**src/rtl/microtile_arb_pkg.sv**
```systemverilog
// Shared types and helpers for the microtile slot arbiter: FSM state encoding,
// tile bus width and the rotating-priority pick used by rr_priority_picker.
package microtile_arb_pkg;

  typedef enum logic [1:0] {
    IDLE    = 2'd0,
    GRANT   = 2'd1,
    RELEASE = 2'd2
  } state_t;

  localparam int TILE_W    = 8;
  localparam int MAX_TILES = 8;

  typedef struct packed {
    logic       valid;
    logic [2:0] idx;
  } pick_t;

  // Rotate the request vector so rr_ptr sits at position 0, take the lowest
  // set bit, then map that position back to a tile index modulo n.
  function automatic pick_t rr_pick(input logic [MAX_TILES-1:0] req,
                                    input logic [2:0]           rr_ptr,
                                    input int                   n);
    pick_t p;
    int    src;
    p = '0;
    for (int k = 0; k < MAX_TILES; k++) begin
      src = int'(rr_ptr) + k;
      if (src >= n) src = src - n;
      if (k < n && !p.valid && req[src[2:0]]) begin
        p.valid = 1'b1;
        p.idx   = src[2:0];
      end
    end
    return p;
  endfunction

endpackage

```
**src/rtl/rr_priority_picker.sv**
```systemverilog
// Combinational round-robin picker: first requesting tile at or after ptr,
// wrapping modulo NUM_TILES.
module rr_priority_picker
  import microtile_arb_pkg::*;
#(
  parameter int NUM_TILES = 4,
  parameter int IDX_W     = $clog2(NUM_TILES)
) (
  input  logic [NUM_TILES-1:0] req,
  input  logic [IDX_W-1:0]     ptr,
  output logic                 valid,
  output logic [IDX_W-1:0]     idx
);

  pick_t pick;

  always_comb begin
    pick  = rr_pick(MAX_TILES'(req), 3'(ptr), NUM_TILES);
    valid = pick.valid;
    idx   = IDX_W'(pick.idx);
  end

endmodule

```
**src/rtl/microtile_slot_arbiter.sv**
```systemverilog
// Round-robin arbiter sharing one registered 8-bit output between NUM_TILES
// microtiles. Optional per-tile grant counters under MTILE_ARB_STATS_EN.
module microtile_slot_arbiter
  import microtile_arb_pkg::*;
#(
  parameter int NUM_TILES = 4,
  parameter int MAX_HOLD  = 16,
  parameter int IDX_W     = $clog2(NUM_TILES)
) (
  input  logic                        clk,
  input  logic                        rst,
  input  logic [NUM_TILES-1:0]        req,
  input  logic [TILE_W*NUM_TILES-1:0] tile_uo,
  output logic [NUM_TILES-1:0]        gnt,
  output logic [IDX_W-1:0]            gnt_idx,
  output logic [7:0]                  uo_out,
  output logic                        uo_valid
`ifdef MTILE_ARB_STATS_EN
  ,
  output logic [16*NUM_TILES-1:0]     grant_count
`endif
);

  localparam int HOLD_W = $clog2(MAX_HOLD);

  state_t             state, state_nxt;
  logic [IDX_W-1:0]   rr_ptr;
  logic [HOLD_W-1:0]  hold_cnt;
  logic               pick_vld;
  logic [IDX_W-1:0]   pick_idx;
  logic               grant_done;

  rr_priority_picker #(
    .NUM_TILES (NUM_TILES),
    .IDX_W     (IDX_W)
  ) u_picker (
    .req   (req),
    .ptr   (rr_ptr),
    .valid (pick_vld),
    .idx   (pick_idx)
  );

  // Owner dropped its request, or this is the last cycle it may hold the bus.
  assign grant_done = !req[gnt_idx] || (hold_cnt == HOLD_W'(MAX_HOLD - 1));

  always_ff @(posedge clk) begin
    if (rst) state <= IDLE;
    else     state <= state_nxt;
  end

  always_comb begin
    state_nxt = state;
    case (state)
      IDLE:    if (pick_vld)   state_nxt = GRANT;
      GRANT:   if (grant_done) state_nxt = RELEASE;
      RELEASE: state_nxt = IDLE;
      default: state_nxt = IDLE;
    endcase
  end

  always_comb begin
    gnt = '0;
    if (state == GRANT) gnt[gnt_idx] = 1'b1;
  end

  always_ff @(posedge clk) begin
    if (rst) begin
      gnt_idx  <= '0;
      rr_ptr   <= '0;
      hold_cnt <= '0;
    end else begin
      case (state)
        IDLE: begin
          if (pick_vld) gnt_idx <= pick_idx;
          hold_cnt <= '0;
        end
        GRANT:   hold_cnt <= hold_cnt + HOLD_W'(1);
        RELEASE: rr_ptr <= (gnt_idx == IDX_W'(NUM_TILES - 1)) ? '0 : gnt_idx + IDX_W'(1);
        default: hold_cnt <= '0;
      endcase
    end
  end

  // Output stage: one-cycle registered copy of the granted tile's bus.
  always_ff @(posedge clk) begin
    if (rst) begin
      uo_out   <= 8'h00;
      uo_valid <= 1'b0;
    end else if (state == GRANT) begin
      uo_out   <= tile_uo[TILE_W*gnt_idx +: TILE_W];
      uo_valid <= 1'b1;
    end else begin
      uo_out   <= 8'h00;
      uo_valid <= 1'b0;
    end
  end

`ifdef MTILE_ARB_STATS_EN
  always_ff @(posedge clk) begin
    if (rst) begin
      grant_count <= '0;
    end else if (state == IDLE && pick_vld) begin
      for (int i = 0; i < NUM_TILES; i++) begin
        if (pick_idx == IDX_W'(i) && grant_count[16*i +: 16] != 16'hFFFF)
          grant_count[16*i +: 16] <= grant_count[16*i +: 16] + 16'd1;
      end
    end
  end
`endif

endmodule

```
**config.mk**
```make
export PLATFORM = sky130hd
export DESIGN_NAME = microtile_slot_arbiter
export DESIGN_NICKNAME = d
export VERILOG_FILES = /design/src/rtl/microtile_arb_pkg.sv /design/src/rtl/rr_priority_picker.sv /design/src/rtl/microtile_slot_arbiter.sv
export SDC_FILE = /design/constraint.sdc
export NUM_CORES = 1
export LEC_CHECK = 0
export ABC_AREA = 1
export CORE_MARGIN = 2
export CORE_UTILIZATION = 46
export CTS_CLUSTER_SIZE = 30
export DETAILED_ROUTE_END_ITERATION = 8
export GPL_TIMING_DRIVEN = 0
export PLACE_DENSITY = 0.85
export SLEW_MARGIN = 30
export SYNTH_ARGS = -nofsm -noshare
export SYNTH_HDL_FRONTEND = slang
export SYNTH_SLANG_ARGS = --single-unit
export TNS_END_PERCENT = 10
```
**constraint.sdc**
```tcl
create_clock -name clk -period 3.5 [get_ports clk]
set_clock_uncertainty 0.2 [all_clocks]
set_input_delay 0.35 -clock clk [delete_from_list [all_inputs] [get_ports clk]]
set_output_delay 0.35 -clock clk [all_outputs]
set_load 0.01 [all_outputs]
```
======== After elaboration in Yosys (flattened, before gate mapping) ========
Index checks and enable logic that the tools add are counted.
operators by class
  $add $sub $neg .......................... 9
  order comparisons ....................... 10
  equal/unequal tests ..................... 6
  shift-type cells ........................ 1
  multiplexer cells ....................... 27
  bitwise operators ....................... 1
  reduce and logical (&&, ||, !) cells .... 13
operators by type and width
  kind                 number
  $ge 32x4->1 const B  3
  $shiftx 32x6->8      1
  $mux 4               5
  $lt 3x4->1 const B   4
  $bmux 1 s3           4
  $mux 3               4
  $sub 3x3->3 const B  3
  $pmux 4 s2           1
  $mux 1               7
  $add 2x2->3 const B  2
  $mux 2               3
  $add 4x1->4 const B  1
  $eq 2x2->1 const B   2
  $eq 4x4->1 const B   1
  $logic_and 1x1->1    4
  $logic_not 1->1      4
  $pmux 2 s2           1
  $reduce_and 2->1     2
  $add 2x1->3 const B  1
  $ge 2x3->1 const B   1
  $lt 2x3->1 const B   1
  $sub 2x3->3 const B  1
  $add 2x1->2 const B  1
  $bmux 1 s2           1
  other kinds (9)      9
word-level totals
  register bits ........................... 19
  input port bits ......................... 38
  output and inout bits ................... 15
  logic and storage cells ................. 73

======== Depth between registers and ports, before layout ========
Gate-level depths: netlist of run 1.
  depth after elaboration ................. 16
  mapped depth ............................ 11
  mapped depth without buffers ............ 11

======== By module ========
A second synthesis of run 1 with hierarchy kept.
second synthesis, totals
  cell total of the unflattened synthesis .. 208
  area, all modules ....................... 1333.8 um2
by module, submodules not included
  module                  instances  cells an instance  area each (um2)  sequential area each (um2)
  microtile_slot_arbiter  1          149                1057.3           380.4
  rr_priority_picker      1          59                 276.5            0.0

======== Worst setup path after synthesis of run 1 ========
No wires, ideal clock.
  path type ............................... reg2out
  start ................................... reg gnt_idx[0]
  end ..................................... out gnt[0]
  arrival time ............................ 1.107 ns
  required time ........................... 2.950 ns
  slack ................................... 1.843 ns
  cell stages (with the launch flop) ...... 7
  path buffers ............................ 2
  cell sequence ........................... dfxtp_1 buf_2 inv_1 buf_4 ha_1 inv_1 nor2_1
between the ends
  cells in the longest elaborated chain, start to end .. 5
  elaborated cells between the ends (all ways) .. 6
  those cells by class .................... order compare: 2; mux: 3; reduce/logical: 1
RTL lines
  item                                                                   RTL line                      RTL
  start, declared                                                        microtile_slot_arbiter.sv:15  output logic [IDX_W-1:0] gnt_idx,
  start signal, assigned                                                 microtile_slot_arbiter.sv:74  if (pick_vld) gnt_idx <= pick_idx;
  $lt 2x3->1 (not written as such) / $ge 2x1->1 (equally long branches)  microtile_slot_arbiter.sv:63  if (state == GRANT) gnt[gnt_idx] = 1'b1;
  $logic_and 1x1->1 (not written as such)                                microtile_slot_arbiter.sv:63
  $mux 1 (not written as such)                                           microtile_slot_arbiter.sv:63
  $demux 1 s2 *                                                          microtile_slot_arbiter.sv:63
  $mux 4 *                                                               microtile_slot_arbiter.sv:63
  end, declared                                                          microtile_slot_arbiter.sv:14  output logic [NUM_TILES-1:0] gnt,
Mark *: on every way between the ends. The rest lies on a longest branch, timed or not.

======== Worst setup path after layout of run 1 ========
Ends and elaborated chain as after synthesis.

==> results.py, run 1 <==
metrics = {
    "outcome": {
        "status": "finished, final reports clean",
    },
    "synth": {
        "synth_common_cells": "nor2_1 (47), nand2_1 (36), inv_1 (21), o21ai_0 (21), dfxtp_1 (19)",
        "netlist_instances": 204,
        "synth.area.top_cells": "dfxtp_1 (29%), nor2_1 (14%), nand2_1 (10%)",
        "ys_types": 28,
        "yosysMostFrequentCell": "nor2_1",
        "syn_nets": 247,
        "synth_ff_type": "dfxtp_1",
        "avgSynthCellArea_um2": 6.34,
        "ys_seq_elements": 19,
        "yosys_warnings": 0,
        "synthArstFlopShare_pct": 0,
        "yosys.area.top_type_share_pct": 29.4,
        "synth_edf_count": 0,
        "synth_top_area_cell": "dfxtp_1",
        "ys_seq_area_share_pct": 29.4,
        "synth_area_um2": 1290,
    },
    "clocking": {
        "cts_buffer_depth": 2,
        "root_buffer": "clkbuf_4",
        "cts_buffers": 3,
        "path_clk_slew_ps": 120,
        "cts_tree": "built",
        "clkLatencyLatePin_ps": 300,
        "post_cts_resized": 0,
        "cts.htree.levels": 1,
        "clock_sinks": 19,
        "postCtsSetupBuffers": 0,
        "cts_hold_buf": 0,
    },
    "worst_setup_path": {
        "path_max_fanout": 11,
        "crit_top_cell": "inv_1",
        "start_kind": "register",
        "critPathSlowestCell": "clkdlybuf4s50_1",
        "worst_setup_path_end_kind": "output pin",
        "path_class": "reg2out",
        "cp.required_ps": 2950,
        "cpPeakStageDelay_ps": 490,
        "cp_cell_sequence": "buf_2 > inv_1 > buf_4 > ha_1 > inv_1 > nor2_1 > clkdlybuf4s50_1",
        "cp.arrival_ps": 1970,
    },
    "power": {
        "vdd_ir_drop_max_mv": 0.466,
        "cellLeakagePower_nw": 0.813,
        "power_density_nw_per_um2": 564,
    },
    "final_layout": {
        "seqCellArea_um2": 380,
        "drive_above_1_share_pct": 10.0,
        "utilization_pct": 69.3,
        "fin_cells": 291,
        "insertedDiodeCount": 0,
        "final_nets": 304,
        "fillers": 237,
        "syn2layout_area_growth_pct": 45.4,
        "final_area_um2": 1880,
        "multi_input_area_um2": 772,
    },
    "sta": {
        "final.setup.tns_ps": 0,
        "whs_ps": 302,
        "relSlewSlack_pct": 79.2,
        "worst_slew_pin_slew_ps": 305,
        "slew_violations": 0,
        "period_needed_ps": 2520,
        "hold_viol": 0,
        "period_share_pct": 72.1,
        "finalSetupViolations": 0,
        "rsz0062_at_grt": "false",
        "clock.fmax_mhz": 396,
    },
    "floorplanning": {
        "die-area_um2": 3250,
        "rows": 19,
        "start_util_pct": 47.7,
        "die_h_um": 57.0,
        "die_w_um": 57.0,
        "io_pins": 53,
        "core_region_area_um2": 2710,
    },
    "detailed_routing": {
        "wl_um": 3760,
        "route.vias.total": 1479,
        "antenna_left": 0,
        "wire_per_inst_um": 12.9,
        "first_pass_iters": 4,
        "first_iter_violations": 67,
        "viasPerCell": 5.08,
        "drcViolationCount": 0,
    },
    "worst_hold_path": {
        "min_path_type": "reg2reg",
    },
    "global_route": {
        "antenna_found_initial": 0,
        "grt_max_degree": 12,
        "gr-total-overflow": 0,
        "grt_pass1_wl_um": 6360,
        "track_usage_pct": 24.7,
        "grt_pass1_vias": 1385,
    },
    "placement": {
        "dp_cells": 287,
        "dpl.hpwl_um": 2900,
        "gp_congestion": 0.890,
        "place_area_um2": 1850,
        "io_buffers": 52,
    },
    "flow_run": {
        "drv_cap": 0,
    },
}
[stage by stage]
stage          total power, mW  setup WS, ps
2_1_floorplan            0.714          1840
3_3_place_gp             0.930          1330
3_5_place_dp             0.947          1300
4_1_cts                   1.06           951
5_1_grt                   1.16           859
6_report                  1.06           975
[sequential cells by signal, indices dropped and copies added, names as in the netlist]
signal / cells
gnt_idx: 2
hold_cnt: 4
rr_ptr: 2
state: 2
uo_out: 8
uo_valid: 1
[report_power, final]
| group | switching (mW) | internal [mW] |
|---|---|---|
| clock | 0.0739 | 0.0426 |
| combinational | 0.366 | 0.273 |
| sequential | 0.0332 | 0.271 |
| total | 0.474 | 0.587 |
[worst max-delay path: cells and delay by family, from the launching register on]
family	cells	cell delay, ps
buffers and inverters	5	1050
flip-flops	1	390
adder cells (fa/ha/maj)	1	200
AND/OR/NAND/NOR	1	40
[layout by cell type (no fill, tap or decap), types with 2 or more instances in the layout]
| cell | count |
|---|---|
| nand2_2 | 6 |
| inv_1 | 21 |
| inv_2 | 3 |
| o21ai_0 | 21 |
| clkbuf_4 | 3 |
| nor2_1 | 47 |
| a21oi_1 | 16 |
| nor2_4 | 2 |
| nand2_1 | 36 |
| dfxtp_1 | 19 |
| clkdlybuf4s50_1 | 52 |
| nand3_1 | 7 |
| ha_1 | 5 |
| buf_4 | 2 |
| nand2_4 | 2 |
| buf_2 | 3 |
[area by class of cell]
type                    instances  area share (%)
well taps                      31            2.06
flip-flops and latches         19            20.2
repair buffers                 52            27.7
clock inverters                 1           0.266
inverters                      25            4.99
plain buffers                   7            2.46
clock buffers                   3            1.20
multi-input cells             153            41.1
[kinds of logic after synthesis]
family,synth area share (%)
buffers and inverters,10.8
AOI/OAI and AO/OA,19.9
and+or+nand+nor,34.9
adders and majority gates,4.84
DFF,29.4
[path summary, 6_finish.rpt]
kind | startpoint | end | slack (ps) | depth (start not counted)
max | gnt_idx[0] | gnt[0] | 980 | 7
min | hold_cnt[2] | hold_cnt[2] | 300 | 2
max reg2reg | gnt_idx[0] | rr_ptr[1] | 1690 | 6
min reg2reg | hold_cnt[2] | hold_cnt[2] | 300 | 2
[layer usage]
metal	up-vias	wire length [um]	global-route usage, %
li1	765	-	-
met1	657	1650	32.1
met2	49	1830	42.7
met3	8	195	2.95
met4	0	78	7.97
met5	-	0	0
Power figures use the tool's default switching activity.
==> run 2: changes to the inputs <==
--- a/config.mk
+++ b/config.mk
@@ -7,11 +7,11 @@
 export LEC_CHECK = 0
 export ABC_AREA = 1
 export CORE_MARGIN = 2
-export CORE_UTILIZATION = 46
+export CORE_UTILIZATION = 43
 export CTS_CLUSTER_SIZE = 30
 export DETAILED_ROUTE_END_ITERATION = 8
 export GPL_TIMING_DRIVEN = 0
-export PLACE_DENSITY = 0.85
+export PLACE_DENSITY = 0.8
 export SLEW_MARGIN = 30
 export SYNTH_ARGS = -nofsm -noshare
 export SYNTH_HDL_FRONTEND = slang
==> constraint.sdc (replaced) <==
create_clock -name clk -period 2.41 [get_ports clk]
set_clock_uncertainty 0.2 [all_clocks]
set_input_delay 0.241 -clock clk [delete_from_list [all_inputs] [get_ports clk]]
set_output_delay 0.241 -clock clk [all_outputs]
set_load 0.01 [all_outputs]
==> run 2 against run 1 <==
- the flow now finishes with violations (DRC)
- global-route usage down 2.3 points
- hold slack worse by 7.6 ps
- sequential share of layout area down 0.054 points
- first-iteration DRC count down 13%
- total power up 45%
- die area up 6.5%
- clock power up 51%
- critical path type unchanged
- critical endpoint is now gnt[1]
==> results.py, run 2 (synthesis gave the netlist of run 1 again) <==
metrics = {
    "outcome": {
        "status": "finished, violations left",
        "violations": "DRC",
    },
    "global_route": {
        "gr-total-overflow": 0,
        "antenna_found_initial": 0,
        "grt_pass1_vias": 1308,
        "grt_max_degree": 13,
        "track_usage_pct": 22.3,
        "grt_pass1_wl_um": 5920,
    },
    "final_layout": {
        "utilization_pct": 67.2,
        "final_nets": 304,
        "largest-register": "uo_out",
        "largestRegisters": "uo_out x8, hold_cnt x4",
        "layout_commonest_cell": "clkdlybuf4s50_1",
        "largest_reg_flops": 8,
        "drive_above_1_share_pct": 10.0,
        "insertedDiodeCount": 0,
        "syn2layout_area_growth_pct": 45.8,
        "final_cell_mix": "clkdlybuf4s50_1 (49), nor2_1 (47), nand2_1 (36)",
        "fin_cells": 291,
    },
    "sta": {
        "finalWorstSetupSlack_ps": 211,
        "clock.fmax_mhz": 455,
        "period_share_pct": 91.3,
        "slew_violations": 0,
        "whs_ps": 294,
        "relSlewSlack_pct": 77.1,
        "rsz0062_at_grt": "false",
        "hold_viol": 0,
        "period_needed_ps": 2200,
        "finalSetupViolations": 0,
        "worst_slew_pin_slew_ps": 335,
    },
    "power": {
        "power.share.sequential_pct": 28.6,
        "power.total_mw": 1.54,
        "combPwrFrac_pct": 60.0,
        "power_density_nw_per_um2": 817,
        "vdd_ir_drop_max_mv": 0.493,
        "p_int_mw": 0.851,
        "p_clk_share_pct": 11.4,
        "swShare_pct": 44.7,
        "p_sw_mw": 0.688,
        "cellLeakagePower_nw": 0.833,
    },
    "floorplanning": {
        "io_pins": 53,
        "die-area_um2": 3460,
        "start_util_pct": 46.1,
        "die_h_um": 58.8,
        "die_w_um": 58.8,
        "rows": 19,
        "core_region_area_um2": 2810,
    },
    "placement": {
        "place_ws_ps": 310,
        "dp_cells": 287,
        "io_buffers": 52,
        "gp_congestion": 0.812,
        "dpl.hpwl_um": 2810,
    },
    "detailed_routing": {
        "viasPerCell": 4.87,
        "wire_per_inst_um": 12.5,
        "first_pass_iters": 6,
        "antenna_left": 0,
        "first_iter_violations": 58,
        "route.vias.total": 1418,
        "drcViolationCount": 5,
        "wl_um": 3640,
    },
    "clocking": {
        "clkLatencyLatePin_ps": 310,
        "clock_sinks": 19,
        "cts_buffers": 3,
        "cts_buffer_depth": 2,
        "path_clk_slew_ps": 110,
        "cts_hold_buf": 0,
        "postCtsSetupBuffers": 0,
        "cts_tree": "built",
        "root_buffer": "clkbuf_4",
        "cts.htree.levels": 1,
    },
    "worst_setup_path": {
        "r2r_slack_ps": 720,
        "cp.arrival_ps": 1760,
        "path_class": "reg2out",
        "worst_setup_path_end_kind": "output pin",
        "start_kind": "register",
        "cp.required_ps": 1970,
        "path_max_fanout": 11,
    },
    "worst_hold_path": {
        "min_path_type": "reg2reg",
    },
    "flow_run": {
        "drv_cap": 0,
    },
}
==> run 2: cell count changes in the layout (fill, tap and decap cells not counted), sizes merged <==
cell / change
clkinv: -1
dlygate4sd2: +2
clkinvlp: +1
dlymetal6s2s: +1
clkdlybuf4s50: -3
==> run 2: worst max-delay path, stage by stage, from the launching register on <==
cell	delay [ps]
dfxtp_1	380
buf_2	240
inv_1	80
buf_4	180
ha_1	190
inv_1	50
nor2_1	30
dlygate4sd2_1	290
==> run 2: metrics by stage <==
step | cell area, um^2 | setup TNS, ps
finish | 1880 | 0
detailed placement | 1850 | 0
global route | 1880 | 0
floorplan | 1290 | 0
global placement | 1850 | 0
CTS | 1880 | -2.77
==> run 2: what timing repair did <==
item                                    CTS  global route
hold endpoints to repair                  0             0
pin swaps                                 0             0
endpoints found under the setup margin    3             1
gates resized for setup                   3             1
==> run 2: worst paths after layout <==
kind,end,depth (start not counted),startpoint
worst max-delay path,gnt[1],7,gnt_idx[1]
worst min-delay path,hold_cnt[0],1,hold_cnt[0]
worst max register to register,rr_ptr[1],6,gnt_idx[1]
worst min register to register,hold_cnt[0],1,hold_cnt[0]
==> run 2: power groups by stage <==
stage	registers, mW	logic (mW)	clock network (mW)
6_report	0.440	0.923	0.175
5_1_grt	0.451	1.04	0.193
4_1_cts	0.441	0.924	0.176
3_5_place_dp	0.448	0.922	0
3_3_place_gp	0.446	0.910	0
2_1_floorplan	0.469	0.568	0
==> run 2: layout make-up <==
| cell class | instances | area, um^2 |
|---|---|---|
| Inverter | 25 | 93.8 |
| Clock buffer | 3 | 22.5 |
| Tap cell | 31 | 38.8 |
| Multi-Input combinational cell | 153 | 772 |
| Fill cell | 260 | 921 |
| Clock inverter | 1 | 7.51 |
| Buffer | 7 | 48.8 |
| Sequential cell | 19 | 380 |
| Timing Repair Buffer | 52 | 520 |
==> run 2: metal layers <==
layer  share of wire, %  global-route usage [%]  wire, um  vias up
met5                  0                       0         0        -
met4               0.93                    5.52        34        0
met2                 46                    36.7      1680       35
met1                 47                    29.0      1700      612
met3                6.2                    6.15       227        4
li1                   -                       -         -      767
